**src/rtl/tdc_sequencer.sv**
```systemverilog
// tdc_sequencer: runs a burst of TDC clear/measure cycles and averages the phase-error samples.
// Handles per-sample timeouts and a valid/ready handshake for the result.
module tdc_sequencer #(
    parameter int TIMEOUT = 16
) (
    input  logic       ref_clk,
    input  logic       reset_n,
    input  logic       start,
    input  logic [1:0] avg_log2,
    output logic       tdc_clr,
    output logic       tdc_en,
    input  logic       tdc_done,
    input  logic [9:0] phase_error,
    output logic [9:0] avg_out,
    output logic       avg_valid,
    input  logic       avg_ready,
    output logic       busy,
    output logic       timeout_err
);
    typedef enum logic [1:0] {IDLE, CLR, WAIT, OUT} state_t;
    state_t      state, state_nx;
    logic [1:0]  n_log;
    logic [12:0] acc;
    logic [2:0]  cnt;
    logic [7:0]  timer;
    logic [12:0] sum;
    logic        last, expire;

    assign sum       = acc + {3'b0, phase_error};
    assign last      = cnt == 3'((4'd1 << n_log) - 4'd1);
    assign expire    = timer == 8'(TIMEOUT - 1);
    assign tdc_clr   = state == CLR;
    assign tdc_en    = state == WAIT;
    assign avg_valid = state == OUT;
    assign busy      = state != IDLE;

    always_comb begin
        state_nx = state;
        case (state)
            IDLE:    if (start) state_nx = CLR;
            CLR:     state_nx = WAIT;
            WAIT:    if (tdc_done) state_nx = last ? OUT : CLR;
                     else if (expire) state_nx = IDLE;
            OUT:     if (avg_ready) state_nx = IDLE;
            default: state_nx = IDLE;
        endcase
    end

    always_ff @(posedge ref_clk or negedge reset_n) begin
        if (!reset_n) begin
            state       <= IDLE;
            n_log       <= '0;
            acc         <= '0;
            cnt         <= '0;
            timer       <= '0;
            avg_out     <= '0;
            timeout_err <= 1'b0;
        end else begin
            state       <= state_nx;
            // tdc_done takes priority over an expiring timer
            timeout_err <= state == WAIT && !tdc_done && expire;
            case (state)
                IDLE: if (start) begin
                    n_log <= avg_log2;
                    acc   <= '0;
                    cnt   <= '0;
                end
                CLR: timer <= '0;
                WAIT: if (tdc_done) begin
                    acc <= sum;
                    if (last) avg_out <= 10'(sum >> n_log);
                    else cnt <= cnt + 3'd1;
                end else if (expire) acc <= '0;
                else timer <= timer + 8'd1;
                default: ;
            endcase
        end
    end
endmodule

```
**config.mk**
```make
export PLATFORM = sky130hd
export DESIGN_NAME = tdc_sequencer
export DESIGN_NICKNAME = d
export VERILOG_FILES = /design/src/rtl/tdc_sequencer.sv
export SDC_FILE = /design/constraint.sdc
export NUM_CORES = 1
export LEC_CHECK = 0
export ABC_AREA = 1
export CAP_MARGIN = 5
export CORE_AREA = 3 3 59 102
export CTS_BUF_LIST = sky130_fd_sc_hd__clkbuf_2
export DETAILED_ROUTE_END_ITERATION = 12
export DIE_AREA = 0 0 62 105
export GPL_TIMING_DRIVEN = 1
export PLACE_DENSITY = 0.74
export REMOVE_ABC_BUFFERS = 1
export SETUP_SLACK_MARGIN = 0.05
export SYNTH_ARGS = -nofsm -noshare
export SYNTH_HDL_FRONTEND = slang
export SYNTH_SLANG_ARGS = --single-unit
export TNS_END_PERCENT = 30
```
**constraint.sdc**
```tcl
create_clock -name ref_clk -period 3.55 [get_ports ref_clk]
set_clock_uncertainty 0.05 [all_clocks]
set_input_delay 0.71 -clock ref_clk [delete_from_list [all_inputs] [get_ports ref_clk]]
set_output_delay 0.71 -clock ref_clk [all_outputs]
set_load 0.01 [all_outputs]
```
==> impl_metrics.ini, run 1 <==
[worst_setup_path]
end_kind = output pin
worstPathRequired_ns = 2.79
worstSetupPathType = register to output pin
worst-path-max-fanout = 8
cp.arrival_ns = 1.92
critPathLaunchType = register

[sta]
rsz0062_at_grt = no
hold_violations = 0
fin_tns_setup_ns = 0
hold_slack_ns = 0.3022
max_freq_mhz = 373.8
worst_slew_pin_slew_ns = 0.9027
setup_violations = 0
drv_slew = 0
period_needed_ns = 2.675
period_share_pct = 75.36
max-slew-margin-rel_pct = 39.82

[finish]
area_growth_pct = 14.94
drive_gt1_share_pct = 4.941
fillers = 488
finalNetCount = 459
num_antenna_cells = 0

[die]
io_pins = 32
dieArea_mm2 = 0.006510
initial_utilization_pct = 52.30
die_h_um = 105
fp.coreArea_mm2 = 0.005299
fp.dieW_um = 62
std_cell_rows = 35

[synthesis]
synth_cell_types = 37
async_flop_share_pct = 100.0
synth_cells = 391
synth_edf_count = 0
synth_ff_type = dfrtp_1
synth_area_mm2 = 0.002771
avgSynthCellArea_um2 = 7.088
ys_ff_latch = 39
yosysWarnings = 0
yosysSeqAreaShare_pct = 35.21

[detailed_routing]
drt-total-wl_um = 7001
post_drt_wl_per_cell_um = 14.03
drc_errors = 0
ant_nets = 0
drtIter0Drc = 85
vias = 2675
drt_first_pass_iters = 4
vias_per_cell = 5.361

[hold_path]
hold_path.class = input port to asynchronous set/reset pin

[cts]
clock-sinks = 39
htreeDepth = 2
postCtsHoldBufs = 0
insertion_delay_ns = 0.44
cts_setup_buffers = 0
cts_tree = built
cts_max_path_buffers = 2
cts_inserted_buffers = 5
clkTransAtPathRegs_ns = 0.26
ctsResizeCount = 0
root_buffer = clkbuf_2

[grt]
grt_pass1_wl_um = 11500
grt_util_all_layers_pct = 23.25
grt_pass1_vias = 2728
antenna_found_initial = 0
grt_overflow = 0
grt_start_max_net_pins = 40

[pwr]
power.leakage_uw = 0.001669
p_clk_share_pct = 9.5
p_per_area_mw_per_mm2 = 713.9
p_int_uw = 1115
pwr-share-seq_pct = 30.4
pwr-share-comb_pct = 60.2
switching_share_pct = 50.98
power.net_switching_uw = 1159
ir_drop_mv = 0.4656

[placed_design]
dp_hpwl_um = 5398
port_buffers = 31
gp_congestion = 0.8731

[flow_run]
max_cap_viol_count = 0

[status]
status = finished clean
## worst max-delay path, cell delays in order, from the launching register on
cell,delay [ns]
dfrtp_1,0.45
inv_1,0.13
ha_1,0.35
clkdlybuf4s50_1,0.60
## through the flow
stage	setup WS (ns)	std cells	utilization, %	power (µW)	cell area, µm²
finish	0.8747	499	60.12	2274	3186
CTS	0.8463	499	60.12	2283	3186
detailed placement	0.6047	491	59.27	2063	3141
floorplan	1.254	384	-	1617	2728
global placement	0.6501	491	59.27	2039	3141
global route	0.7538	499	60.12	2504	3186
## layer usage
metal / global-route usage [%] / vias up / wire, µm
met2: 41.32 / 64 / 3860
met3: 2.596 / 16 / 191
met5: 0 / - / 0
li1: - / 1337 / -
met4: 12.75 / 0 / 265
met1: 24.59 / 1258 / 2684
## flip-flops by register name (all words and copies together), names as in the netlist
register and count:
avg_out 10, n_log 2, state 2, timeout_err 1, cnt 3, acc 13, timer 8
## cell type report
class	instances	area, µm²	area share, %
multi-input cells	293	1556	48.86
flip-flops and latches	39	975.9	30.64
repair buffers	33	320.3	10.05
inverters	52	195.2	6.127
well taps	74	92.59	2.907
clock buffers	5	25.02	0.7855
clock inverters	3	20.02	0.6284
## worst paths after layout
check                           start    endpoint  slack, ns  cells past startpoint
max                          state[0]      tdc_en       0.87                      3
min                           reset_n      acc[6]       0.30                      1
max reg2reg                  state[0]     acc[12]       1.18                      8
min reg2reg                avg_out[0]  avg_out[0]       0.48                      2
max in group asynchronous     reset_n      cnt[0]       2.52                      1
min in group ref_clk       avg_out[0]  avg_out[0]       0.48                      2
## power by group through the flow
| stage | clock [µW] | combinational [µW] | sequential [µW] |
|---|---|---|---|
| final | 215 | 1370 | 690 |
| after global routing | 238 | 1560 | 708 |
| after CTS | 222 | 1370 | 691 |
| after detailed placement | 0 | 1360 | 700 |
| after global placement | 0 | 1340 | 698 |
| after floorplan | 0 | 935 | 682 |
## cell usage in the layout (no fill, tap or decap), types with 2 or more instances in the layout
cell             Yosys  layout
nor2_1              29      29
nand3_2              2       2
or2_2                2       2
a21oi_1              8       8
inv_1               51      51
clkdlybuf4s50_1      0      30
nor3_1               2       2
nand2_1            124     124
dfrtp_1             39      39
xor2_1               5       5
buf_4                0       2
clkbuf_2             1       5
and3_1               2       2
o21ai_0             23      23
nand4_1             10      10
nand3_1             42      42
ha_1                17      17
nand3b_1             2       2
xnor2_1              2       2
o31ai_1              3       3
clkinvlp_4           0       2
xor2_2               2       2
o21ai_1              3       3
o22ai_1              3       3
## logic make-up after synthesis
kind of cell	count (synthesis)	synth area share [%]
fa+ha+maj	18	8.397
simple gates	220	34.94
flops	39	35.21
buf+inv	59	8.622
xor+xnor	9	3.386
compound gates	46	9.436
## Yosys cell counts, types with 2 or more instances
cell type	n	area (µm²)
a21oi_1	8	40.04
and3_1	2	12.51
buf_6	2	22.52
clkbuf_1	3	11.26
dfrtp_1	39	975.9
ha_1	17	212.7
inv_1	51	191.4
nand2_1	124	465.5
nand3_1	42	210.2
nand3_2	2	20.02
nand3b_1	2	15.01
nand4_1	10	62.56
nor2_1	29	108.9
nor3_1	2	10.01
o21ai_0	23	115.1
o21ai_1	3	15.01
o22ai_1	3	18.77
o31ai_1	3	22.52
or2_2	2	12.51
xnor2_1	2	17.52
xor2_1	5	43.79
xor2_2	2	32.53
Power figures use the tool's default switching activity.
==> run 2: changes to the inputs <==
PLACE_DENSITY = 0.77   (was 0.74)
clock period = 2.3 ns   (was 3.55 ns; I/O delays follow)
==> run 2 against run 1 <==
Cell count increased by 5.6%. Register-to-register slack worse by 0.93 ns. Final area up 8.1%. Non-clock buffer count up 28. Via count increased by 3.6%. Core utilization is 4.8 points higher. Combinational power up 77%. Wire length up 4.1%. Sequential power grew 51%. Setup slack lost 0.76 ns. Largest cell class unchanged.
==> impl_metrics.ini, run 2 (synthesis results as in run 1) <==
[status]
status = finished clean

[worst_setup_path]
cp.arrival_ns = 1.67
reg2reg_to = avg_out[5]
end_kind = output pin
rrSetupSlack_ns = 0.25
worst-path-max-fanout = 8
worstPathRequired_ns = 1.79
critPathLaunchType = register
timing.rr.start = acc[0]
ff2ff_path_depth = 14
worstSetupPathType = register to output pin

[finish]
largest_reg_flops = 13
area_growth_pct = 24.20
final_common_cell = nand2_1
top_register = acc
fillers = 494
reg_top3 = acc (13), avg_out (10), timer (8)
mostFrequentLayoutCells = nand2_1, inv_1, nand3_1
post-route-cell-area_mm2 = 0.003442
finalNetCount = 487
num_antenna_cells = 0
drive_gt1_share_pct = 11.48

[placed_design]
gp_congestion = 0.9215
placed_area_mm2 = 0.003328
dp_hpwl_um = 5726
port_buffers = 31

[die]
dieArea_mm2 = 0.006510
fp.dieW_um = 62
initial_utilization_pct = 52.30
fp.coreArea_mm2 = 0.005299
die_h_um = 105
io_pins = 32
std_cell_rows = 35

[pwr]
p_per_area_mw_per_mm2 = 1129
power_uw = 3884
power.leakage_uw = 0.001843
ir_drop_mv = 0.7732

[sta]
worst_slew_pin_slew_ns = 0.6052
setup_violations = 0
max-slew-margin-rel_pct = 59.65
period_needed_ns = 2.182
rsz0062_at_grt = yes
period_share_pct = 94.87
drv_slew = 0
hold_violations = 0
max_freq_mhz = 458.3

[cts]
root_buffer = clkbuf_2
cts_max_path_buffers = 2
htreeDepth = 2
clock-sinks = 39
clkTransAtPathRegs_ns = 0.23
insertion_delay_ns = 0.41
cts_inserted_buffers = 5
cts_tree = built

[detailed_routing]
drtIter0Drc = 129
vias = 2772
drt_first_pass_iters = 4
drc_errors = 0
vias_per_cell = 5.260
drt-total-wl_um = 7285
post_drt_wl_per_cell_um = 13.82
ant_nets = 0

[flow_run]
max_cap_viol_count = 0

[hold_path]
hold_end = avg_out[0]
hold_depth = 2
holdCritStartpoint = avg_out[0]
hold_path.class = register to register

[grt]
grt_start_max_net_pins = 28
grt_util_all_layers_pct = 24.92
grt_pass1_vias = 2878
grt_overflow = 0
antenna_found_initial = 0
grt_pass1_wl_um = 12370
-- run 2: changes by cell type in the layout (fill, tap and decap cells not counted), moves of 2 or more --
cell,previous run,this run
buf_4,2,29
clkdlybuf4s50_1,30,28
dlymetal6s2s_1,0,2
clkinvlp_4,2,0
-- run 2: critical path: stages (launching register included) --
cell,delay [ns]
dfrtp_1,0.43
inv_2,0.11
ha_4,0.19
clkdlybuf4s50_1,0.55
-- run 2: stage by stage --
stage	std cells	utilization [%]	TNS, ns	setup WS [ns]	hold slack [ns]
final	527	64.96	0	0.1179	0.4765
after global routing	527	64.96	0	0.02625	0.5049
after CTS	527	64.72	0	0.04434	0.4853
after detailed placement	516	62.81	-3.847	-0.3838	0.4345
after global placement	516	62.81	-3.268	-0.3261	0.4259
after floorplan	384	-	0	0.2542	0.1144
-- run 2: area by class of cell --
type / instances / area, µm² / area share [%]
multi-input cells: 293 / 1577 / 45.80
flip-flops and latches: 39 / 975.9 / 28.35
repair buffers: 61 / 538.0 / 15.63
inverters: 52 / 195.2 / 5.671
well taps: 74 / 92.59 / 2.690
clock inverters: 3 / 38.79 / 1.127
clock buffers: 5 / 25.02 / 0.7270
-- run 2: worst max path at each step --
stage,start,to,slack [ns]
finish,state[0],tdc_en,0.12
global route,state[0],tdc_en,0.03
CTS,phase_error[0],avg_out[5],0.04
detailed placement,phase_error[0],avg_out[5],-0.38
global placement,phase_error[0],avg_out[3],-0.33
floorplan,phase_error[0],avg_out[3],0.25
-- run 2: power breakdown --
group	internal [µW]	switching, µW
logic	991	1440
registers	872	163
clock network	179	239
total	2040	1840
-- run 2: timing repair --
item	CTS	global route
hold buffers	1	0
hold endpoints to repair	25	0
pin swaps	0	2
resized for setup	2	6
setup buffers	2	0
endpoints found under the setup margin	3	11
-- run 2: per-layer routing --
metal  wire length [µm]  GRT usage (%)  part of all wire [%]
met5                  0              0                     0
met4                362          13.20                   5.0
met3                162          3.337                   2.2
met2               3988          45.10                    55
met1               2772          25.37                    38
==> run 3: changes to the inputs <==
CAP_MARGIN = not set   (was 5)
SLEW_MARGIN = 15   (was not set)
==> results of run 3 <==
Same layout as run 2: the final DEF is identical, and so are final timing and power.
